==> src/rtl/atm_cell_pkg.sv <==
// Shared constants, receive-state encoding and CRC helper for the ATM cell receiver.
package atm_cell_pkg;

  localparam int unsigned CELL_BYTES = 53;
  localparam int unsigned HDR_BYTES  = 4;
  localparam int unsigned HEC_IDX    = 4;
  localparam logic [7:0]  HEC_COSET  = 8'h55;
  localparam logic [7:0]  CRC8_POLY  = 8'h07;

  typedef enum logic [1:0] {
    IDLE,
    HDR,
    PAYLOAD
  } rx_state_e;

  // MSB-first CRC-8 update of one byte.
  function automatic logic [7:0] crc8_byte(input logic [7:0] crc, input logic [7:0] b);
    logic [7:0] c;
    c = crc ^ b;
    for (int unsigned i = 0; i < 8; i++) begin
      c = c[7] ? ((c << 1) ^ CRC8_POLY) : (c << 1);
    end
    return c;
  endfunction

  function automatic logic [15:0] sat_inc16(input logic [15:0] v);
    return (v == '1) ? v : v + 16'd1;
  endfunction

endpackage

==> src/rtl/atm_cell_rx_hec.sv <==
// Header error check: running CRC over header bytes 0-3, compared against byte 4.
module atm_hec_check
  import atm_cell_pkg::*;
(
  input  logic       clk,
  input  logic       rst,
  input  logic       byte_vld,
  input  logic [5:0] byte_idx,
  input  logic [7:0] data,
  output logic       hec_bad
);

  logic [7:0] crc_q, crc_d;
  logic       bad_q, bad_d;

  always_comb begin
    crc_d = crc_q;
    bad_d = bad_q;
    if (byte_vld) begin
      if (byte_idx == 6'd0) begin
        crc_d = crc8_byte('0, data);
        bad_d = 1'b0;
      end else if (32'(byte_idx) < HDR_BYTES) begin
        crc_d = crc8_byte(crc_q, data);
      end else if (32'(byte_idx) == HEC_IDX) begin
        bad_d = (data != (crc_q ^ HEC_COSET));
      end
    end
  end

  always_ff @(posedge clk) begin
    if (rst) begin
      crc_q <= '0;
      bad_q <= 1'b0;
    end else begin
      crc_q <= crc_d;
      bad_q <= bad_d;
    end
  end

  assign hec_bad = bad_q;

endmodule

==> src/rtl/atm_cell_rx.sv <==
// UTOPIA-style 8-bit cell receiver: assembles 53-byte cells, checks HEC,
// buffers NUM_CELLS cells and streams them out on a valid/ready interface.
module atm_cell_rx
  import atm_cell_pkg::*;
#(
  parameter int unsigned NUM_CELLS    = 2,
  parameter bit          DROP_BAD_HEC = 1'b1
) (
  input  logic        clk,
  input  logic        rst,
  input  logic [7:0]  data,
  input  logic        soc,
  input  logic        en,
  output logic        clav,
  output logic [7:0]  out_data,
  output logic        out_valid,
  input  logic        out_ready,
  output logic        out_sop,
  output logic        out_eop,
  output logic        out_hec_err,
  output logic [15:0] hec_err_cnt,
  output logic [15:0] runt_cnt,
  output logic [15:0] ovf_cnt
);

  localparam int unsigned SW = $clog2(NUM_CELLS);
  localparam int unsigned CW = $clog2(NUM_CELLS + 1);
  localparam int unsigned AW = $clog2(NUM_CELLS * CELL_BYTES);
  localparam logic [5:0]  LAST_IDX = 6'(CELL_BYTES - 1);

  rx_state_e     st_q, st_d;
  logic [5:0]    idx_q, idx_d;
  logic [SW-1:0] wr_slot_q, wr_slot_d;
  logic [SW-1:0] rd_slot_q, rd_slot_d;
  logic [5:0]    rd_idx_q, rd_idx_d;
  logic [CW-1:0] cells_q, cells_d;
  logic          clav_q, clav_d;
  logic [15:0]   hec_cnt_q, hec_cnt_d;
  logic [15:0]   runt_cnt_q, runt_cnt_d;
  logic [15:0]   ovf_cnt_q, ovf_cnt_d;

  logic [7:0]    mem_q [NUM_CELLS*CELL_BYTES];
  logic          hec_flag_q [NUM_CELLS];

  logic          take;
  logic [5:0]    take_idx;
  logic          commit;
  logic          rel;
  logic          hec_bad;
  logic [AW-1:0] wr_addr;
  logic [AW-1:0] rd_addr;

  atm_hec_check u_hec (
    .clk      (clk),
    .rst      (rst),
    .byte_vld (take),
    .byte_idx (take_idx),
    .data     (data),
    .hec_bad  (hec_bad)
  );

  assign out_valid = (cells_q != '0);

  always_comb begin
    st_d       = st_q;
    idx_d      = idx_q;
    wr_slot_d  = wr_slot_q;
    rd_slot_d  = rd_slot_q;
    rd_idx_d   = rd_idx_q;
    hec_cnt_d  = hec_cnt_q;
    runt_cnt_d = runt_cnt_q;
    ovf_cnt_d  = ovf_cnt_q;
    take       = 1'b0;
    take_idx   = '0;
    commit     = 1'b0;
    rel        = 1'b0;

    if (!en) begin
      if (soc) begin
        // An early soc reuses the reserved slot: rewinding is just restarting the byte index.
        if (st_q != IDLE) begin
          runt_cnt_d = sat_inc16(runt_cnt_q);
          take       = 1'b1;
          st_d       = HDR;
          idx_d      = 6'd1;
        end else if (clav_q) begin
          take  = 1'b1;
          st_d  = HDR;
          idx_d = 6'd1;
        end else begin
          ovf_cnt_d = sat_inc16(ovf_cnt_q);
        end
      end else if (st_q != IDLE) begin
        take     = 1'b1;
        take_idx = idx_q;
        idx_d    = idx_q + 6'd1;
        if (idx_q == 6'(HEC_IDX)) st_d = PAYLOAD;
        if (idx_q == LAST_IDX) begin
          st_d  = IDLE;
          idx_d = '0;
          if (hec_bad) hec_cnt_d = sat_inc16(hec_cnt_q);
          commit = !(hec_bad && DROP_BAD_HEC);
          if (commit) wr_slot_d = wr_slot_q + 1'b1;
        end
      end
    end

    if (out_valid && out_ready) begin
      if (rd_idx_q == LAST_IDX) begin
        rel       = 1'b1;
        rd_idx_d  = '0;
        rd_slot_d = rd_slot_q + 1'b1;
      end else begin
        rd_idx_d = rd_idx_q + 6'd1;
      end
    end

    cells_d = cells_q + CW'(commit) - CW'(rel);
    clav_d  = ({1'b0, cells_d} + (CW+1)'(st_d != IDLE)) < (CW+1)'(NUM_CELLS);
  end

  assign wr_addr = AW'(wr_slot_q) * AW'(CELL_BYTES) + AW'(take_idx);
  assign rd_addr = AW'(rd_slot_q) * AW'(CELL_BYTES) + AW'(rd_idx_q);

  always_ff @(posedge clk) begin
    if (rst) begin
      st_q       <= IDLE;
      idx_q      <= '0;
      wr_slot_q  <= '0;
      rd_slot_q  <= '0;
      rd_idx_q   <= '0;
      cells_q    <= '0;
      clav_q     <= 1'b0;
      hec_cnt_q  <= '0;
      runt_cnt_q <= '0;
      ovf_cnt_q  <= '0;
    end else begin
      st_q       <= st_d;
      idx_q      <= idx_d;
      wr_slot_q  <= wr_slot_d;
      rd_slot_q  <= rd_slot_d;
      rd_idx_q   <= rd_idx_d;
      cells_q    <= cells_d;
      clav_q     <= clav_d;
      hec_cnt_q  <= hec_cnt_d;
      runt_cnt_q <= runt_cnt_d;
      ovf_cnt_q  <= ovf_cnt_d;
    end
  end

  always_ff @(posedge clk) begin
    if (take) mem_q[wr_addr] <= data;
    if (commit) hec_flag_q[wr_slot_q] <= hec_bad;
  end

  assign clav        = clav_q;
  assign out_data    = mem_q[rd_addr];
  assign out_sop     = out_valid && (rd_idx_q == '0);
  assign out_eop     = out_valid && (rd_idx_q == LAST_IDX);
  assign out_hec_err = out_valid && hec_flag_q[rd_slot_q];
  assign hec_err_cnt = hec_cnt_q;
  assign runt_cnt    = runt_cnt_q;
  assign ovf_cnt     = ovf_cnt_q;

endmodule

==> config.mk <==
export PLATFORM = sky130hd
export DESIGN_NAME = atm_cell_rx
export DESIGN_NICKNAME = d
export VERILOG_FILES = /design/src/rtl/atm_cell_pkg.sv /design/src/rtl/atm_cell_rx_hec.sv /design/src/rtl/atm_cell_rx.sv
export SDC_FILE = /design/constraint.sdc
export NUM_CORES = 1
export LEC_CHECK = 0
export ABC_AREA = 1
export CAP_MARGIN = 10
export CORE_MARGIN = 8
export CORE_UTILIZATION = 40
export CTS_CLUSTER_DIAMETER = 200
export CTS_CLUSTER_SIZE = 20
export DETAILED_ROUTE_END_ITERATION = 10
export MAX_ROUTING_LAYER = met4
export PLACE_DENSITY_LB_ADDON = 0.15
export SYNTH_ARGS = -nofsm -noshare
export SYNTH_HDL_FRONTEND = slang
export SYNTH_SLANG_ARGS = --single-unit
==> constraint.sdc <==
create_clock -name clk -period 6.5 [get_ports clk]
set_input_delay 1.3 -clock clk [delete_from_list [all_inputs] [get_ports clk]]
set_output_delay 1.3 -clock clk [all_outputs]
set_load 0.01 [all_outputs]
==> qor.yml, run 1 <==
yosysTopAreaCellShare_pct: 62.1
power.switching_uw: 2160
relSlewSlack_pct: 23.1
netlist_area_sq_um: 41100
die_area_sq_um: 113000
setup_tns_ns: 0
cts_setup_buffers: 0
cts-buffers-inserted: 52
vias_per_cell: 5.10
critPathKind: "reg2out"
path_max_fanout: 109
hold_class: "reg2reg"
max_freq_mhz: 171
cts.sinks: 927
yosys_most_used_dff: "edfxtp_1"
ant_nets: 0
synth_area_leader_cell: "edfxtp_1"
rsz0062_at_grt: "no"
irDropWorstVdd_uv: 198
num_vias: 28100
nNetsFinal: 4147
die_h_um: 337
cts.clk_slew.worst_paths_ns: 0.09
ioPinCount: 74
ys_ff_latch: 927
syn_avg_cell_area_sq_um: 9.90
power_frac_clock_pct: 33.8
grt_max_degree: 150
num_rows: 117
grt_pass1_wl_um: 172000
antenna_found_initial: 2
required_ns: 5.20
worstMarginPinSlew_ns: 1.15
syn_nets: 4183
synth_edf_count: 850
synth-seq-area-share_pct: 65.8
p_leak_uw: 0.0171
ys_types: 47
finalClockSkew_ns: 0.0299
r2r-start: "st_q[1]"
track_usage_pct: 20.3
wirelength_um: 114000
final-hold-violation-count: 0
ys_top_cells_by_count: "1302 x nand2_1, 850 x edfxtp_1, 630 x nand3_1"
critPathLaunch: "rd_slot_q"
htreeDepth: 2
hold_start: "ovf_cnt[15]"
power_uw: 10200
clk_latency_ns: 0.66
setup_viol: 0
start_util_pct: 40.4
drt_first_pass_iters: 6
ctsHoldBuffers: 0
p_seq_share_pct: 63.7
cts_root_buf: "clkbuf_16"
layout-drive-gt1-share_pct: 3.80
grt_overflow: 0
drc: 0
antennaDiodeCount: 0
fp.dieW_um: 337
yosysWarningCount: 0
cts_tree: "built"
gp_congestion: 0.841
synth_most_common_cell: "nand2_1"
core_region_area_sq_um: 102000
final_max_slew_viol_count: 0
wl_per_cell_um: 20.7
area_delta_synth_final_pct: 8.47
cp.arrival_ns: 4.54
comb_power_share_pct: 2.6
post_cts_resized: 0
status: "finished clean"
cellPowerDensity_nw_per_um2: 229
hpwl_um: 67000
end_kind: "output port"
p_int_uw: 8060
ys_async_sr_fraction_pct: 0
max_cap_violations: 0
synthTopCellsByArea: "edfxtp_1 62%, nand2_1 12%, nand3_1 7.7%"
critPathCapture: "out_data[4]"
switching_share_pct: 21.1
regToRegEndpoint: "mem_q[53][7]"
period_share_pct: 89.8
worstRegToRegCells: 13
io_buffers: 73
grt_pass1_vias: 27300
period_minus_slack_ns: 5.84
reg2reg_slack_ns: 2.76
synth_cells: 4151
cp-start-kind: "flip-flop"
clockBufferDepth: 3
drt_iter0_drc: 2556
[sequential cells by signal, indices dropped and copies added, names as in the netlist, 6 cells and up, named ones only]
signal,count
hec_err_cnt,16
idx_q,6
mem_q,848
ovf_cnt,16
rd_idx_q,6
runt_cnt,16
u_hec.crc_q,8
[worst min path at each step]
stage | cells after the start | slack, ns | end
5_1_grt | 2 | 0.54 | ovf_cnt[15]
4_1_cts | 2 | 0.51 | st_q[0]
2_1_floorplan | 2 | 0.47 | idx_q[1]
3_3_place_gp | 2 | 0.49 | st_q[0]
3_5_place_dp | 2 | 0.49 | ovf_cnt[15]
6_report | 2 | 0.51 | ovf_cnt[15]
[kinds of logic after synthesis]
kind of cell	after synthesis	synth area share, %
fa+ha+maj	19	0.578
flops	927	65.8
xor+xnor	66	1.42
compound gates	166	2.15
buf+inv	663	6.41
simple gates	2310	23.6
[power groups by stage]
stage / Combinational (uW) / Sequential (uW) / Clock [uW]
after floorplan: 93.6 / 6640 / 0
after global placement: 268 / 6640 / 0
after detailed placement: 269 / 6640 / 0
after CTS: 270 / 6510 / 3520
after global routing: 287 / 6510 / 3700
final: 264 / 6510 / 3450
[placed cells by master (no fill, tap or decap), drive strengths merged, types with 23 or more instances in the layout]
master         count
nand2           1307
edfxtp           850
nand3            643
inv              460
nor2             304
o21ai             88
dfxtp             77
clkbuf            73
a21oi             65
clkdlybuf4s50     64
buf               51
xor2              43
nor3              26
xnor2             23
[stage by stage]
step	hold WS [ns]	utilization, %	setup slack [ns]	std cells	cell area (sq um)
final	0.506	43.8	0.660	5505	44600
after floorplan	0.470	-	2.68	4151	41100
after CTS	0.506	43.8	0.671	5505	44600
after global routing	0.539	43.8	0.486	5505	44600
after detailed placement	0.485	42.4	1.36	5429	43200
after global placement	0.486	42.4	1.37	5429	43200
[per-layer routing]
layer / track usage, % / vias to the layer above / share of wire, % / wire, um
li1: - / 13600 / - / -
met1: 28.6 / 13600 / 47 / 53200
met2: 32.0 / 737 / 46 / 52200
met3: 2.30 / 132 / 5.2 / 5900
met4: 4.11 / 0 / 2.0 / 2310
met5: - / - / 0 / 0
[critical path, cell delays in order (launching register included)]
cell and delay [ns]:
dfxtp_1 0.46, ha_4 0.30, inv_8 0.49, buf_4 0.68
nand2_1 0.10, nand2_1 0.13, nand2_1 0.06, nand3_1 0.11
nand3_1 0.15, nand3_1 0.15, nand3_1 0.15, nand2_1 0.18
nand2_1 0.08, nand2_1 0.17, clkdlybuf4s50_1 0.58
[area by class of cell]
class,count,area (sq um)
clock buffer,73,1400
clock inverter,3,33.8
fill,9925,57300
inverter,458,1730
multi-input combinational,2561,11500
sequential,927,27100
tap,1368,1710
timing repair buffer,115,1170
Power figures use the tool's default switching activity.
==> run 2, diff against run 1 <==
CTS_BUF_LIST = sky130_fd_sc_hd__clkbuf_8   (was not set)
SLEW_MARGIN = 20   (was not set)
==> qor.yml, run 2 (synthesized netlist as in run 1, its figures left out) <==
p_leak_uw: 0.0169
setup_slack_ns: 0.541
comb_power_share_pct: 2.8
fp.dieW_um: 337
crit_path_max_incr_delay_ns: 0.67
path_buf_inv: 3
area_delta_synth_final_pct: 7.01
gp_congestion: 0.841
start_util_pct: 40.4
period_minus_slack_ns: 5.96
finalClockSkew_ns: 0.0351
final_common_cell: "nand2_1"
cts_tree: "built"
max_freq_mhz: 168
clockBufferDepth: 3
worstMarginPinSlew_ns: 1.13
grt_pass1_vias: 27300
ctsHoldBuffers: 0
wirelength_um: 114000
die_area_sq_um: 113000
drt_first_pass_iters: 5
fin_hold_ws_ns: 0.511
status: "finished clean"
setup_tns_ns: 0
die_h_um: 337
end_kind: "output port"
io_buffers: 73
path_max_fanout: 109
largest_register_ffs: 848
track_usage_pct: 20.3
vias_per_cell: 5.08
cellPowerDensity_nw_per_um2: 213
crit_top_cell: "nand2_1"
ant_nets: 0
hold_class: "reg2reg"
antenna_found_initial: 3
cp-start-kind: "flip-flop"
grt_overflow: 0
power.switching_uw: 2040
regMostFlops: "mem_q"
setup_viol: 0
p_int_uw: 7320
cpMaxStageDelayCell: "buf_4"
wl_per_cell_um: 20.6
final-hold-violation-count: 0
cts-buffers-inserted: 52
drc: 0
grt_pass1_wl_um: 172000
max_cap_violations: 0
nNetsFinal: 4147
final_max_slew_viol_count: 0
cts_setup_buffers: 0
htreeDepth: 2
cts.sinks: 927
power_frac_clock_pct: 27.7
drt_iter0_drc: 2455
num_vias: 28000
ioPinCount: 74
rsz0062_at_grt: "no"
cts.clk_slew.worst_paths_ns: 0.13
post_cts_resized: 0
switching_share_pct: 21.8
num_rows: 117
core_region_area_sq_um: 102000
fill_cells: 9985
p_seq_share_pct: 69.5
worstPathCellList: "ha_4 -> inv_8 -> buf_4 -> nand2_1 -> nand2_1 -> nand2_1 -> nand3_1 -> nand3_1 -> nand3_1 -> nand3_1 -> nand2_1 -> nand2_1 -> nand2_1 -> clkdlybuf4s50_1"
hpwl_um: 67000
irDropWorstVdd_uv: 134
grt_max_degree: 150
critPathKind: "reg2out"
clk_latency_ns: 0.74
final_cell_mix: "1296 x nand2_1, 850 x edfxtp_1, 630 x nand3_1"
required_ns: 5.20
period_share_pct: 91.7
cts_root_buf: "clkbuf_8"
cp_top_family: "buffers and inverters"
pre_cts_ws_ns: 1.36
cp.arrival_ns: 4.66
reg2reg_slack_ns: 2.74
layout-drive-gt1-share_pct: 3.80
relSlewSlack_pct: 24.4
-- run 2: changes by cell type in the layout (fill, tap and decap cells not counted) --
cell	previous run	this run
clkbuf_1	20	0
clkbuf_16	53	0
clkbuf_8	0	53
clkinvlp_4	0	2
diode_2	0	1
inv_1	446	466
inv_6	3	1
-- run 2: power by group through the flow --
stage          Combinational, uW  Sequential, uW  Clock (uW)
6_report                     264            6510        2590
3_5_place_dp                 269            6640           0
2_1_floorplan               93.6            6640           0
5_1_grt                      287            6510        2840
4_1_cts                      270            6510        2670
3_3_place_gp                 268            6640           0
-- run 2: tightest hold or removal path: stages (launching register included) --
cell	delay, ns
dfxtp_1	0.35
nand2_1	0.07
a21oi_1	0.06
-- run 2: worst paths after layout --
path                from           end  cells past startpoint
max            rd_slot_q   out_data[4]                     14
min          ovf_cnt[15]   ovf_cnt[15]                      2
min reg2reg  ovf_cnt[15]   ovf_cnt[15]                      2
max reg2reg      st_q[1]  mem_q[53][7]                     13
-- run 2: per-stage QoR --
step	power, uW	instances	utilization, %	cell area, sq um
6_report	9360	5506	43.2	44000
5_1_grt	9630	5506	43.2	44000
4_1_cts	9450	5505	43.2	44000
3_5_place_dp	6910	5429	42.4	43200
3_3_place_gp	6910	5429	42.4	43200
2_1_floorplan	6740	4151	-	41100
-- run 2: metal layers --
metal / wire length (um) / global-route usage [%]
met5: 0 / -
met2: 52400 / 32.0
met1: 53400 / 28.5
met3: 5640 / 2.38
met4: 2200 / 4.01
-- run 2: final cells by class --
class	count	area, sq um	share of cell area (%)
inverter	458	1730	3.94
clock inverter	23	106	0.242
sequential	927	27100	61.5
multi-input combinational	2561	11500	26.1
clock buffer	53	729	1.66
tap	1368	1710	3.89
timing repair buffer	115	1170	2.66
antenna	1	2.50	0.00569
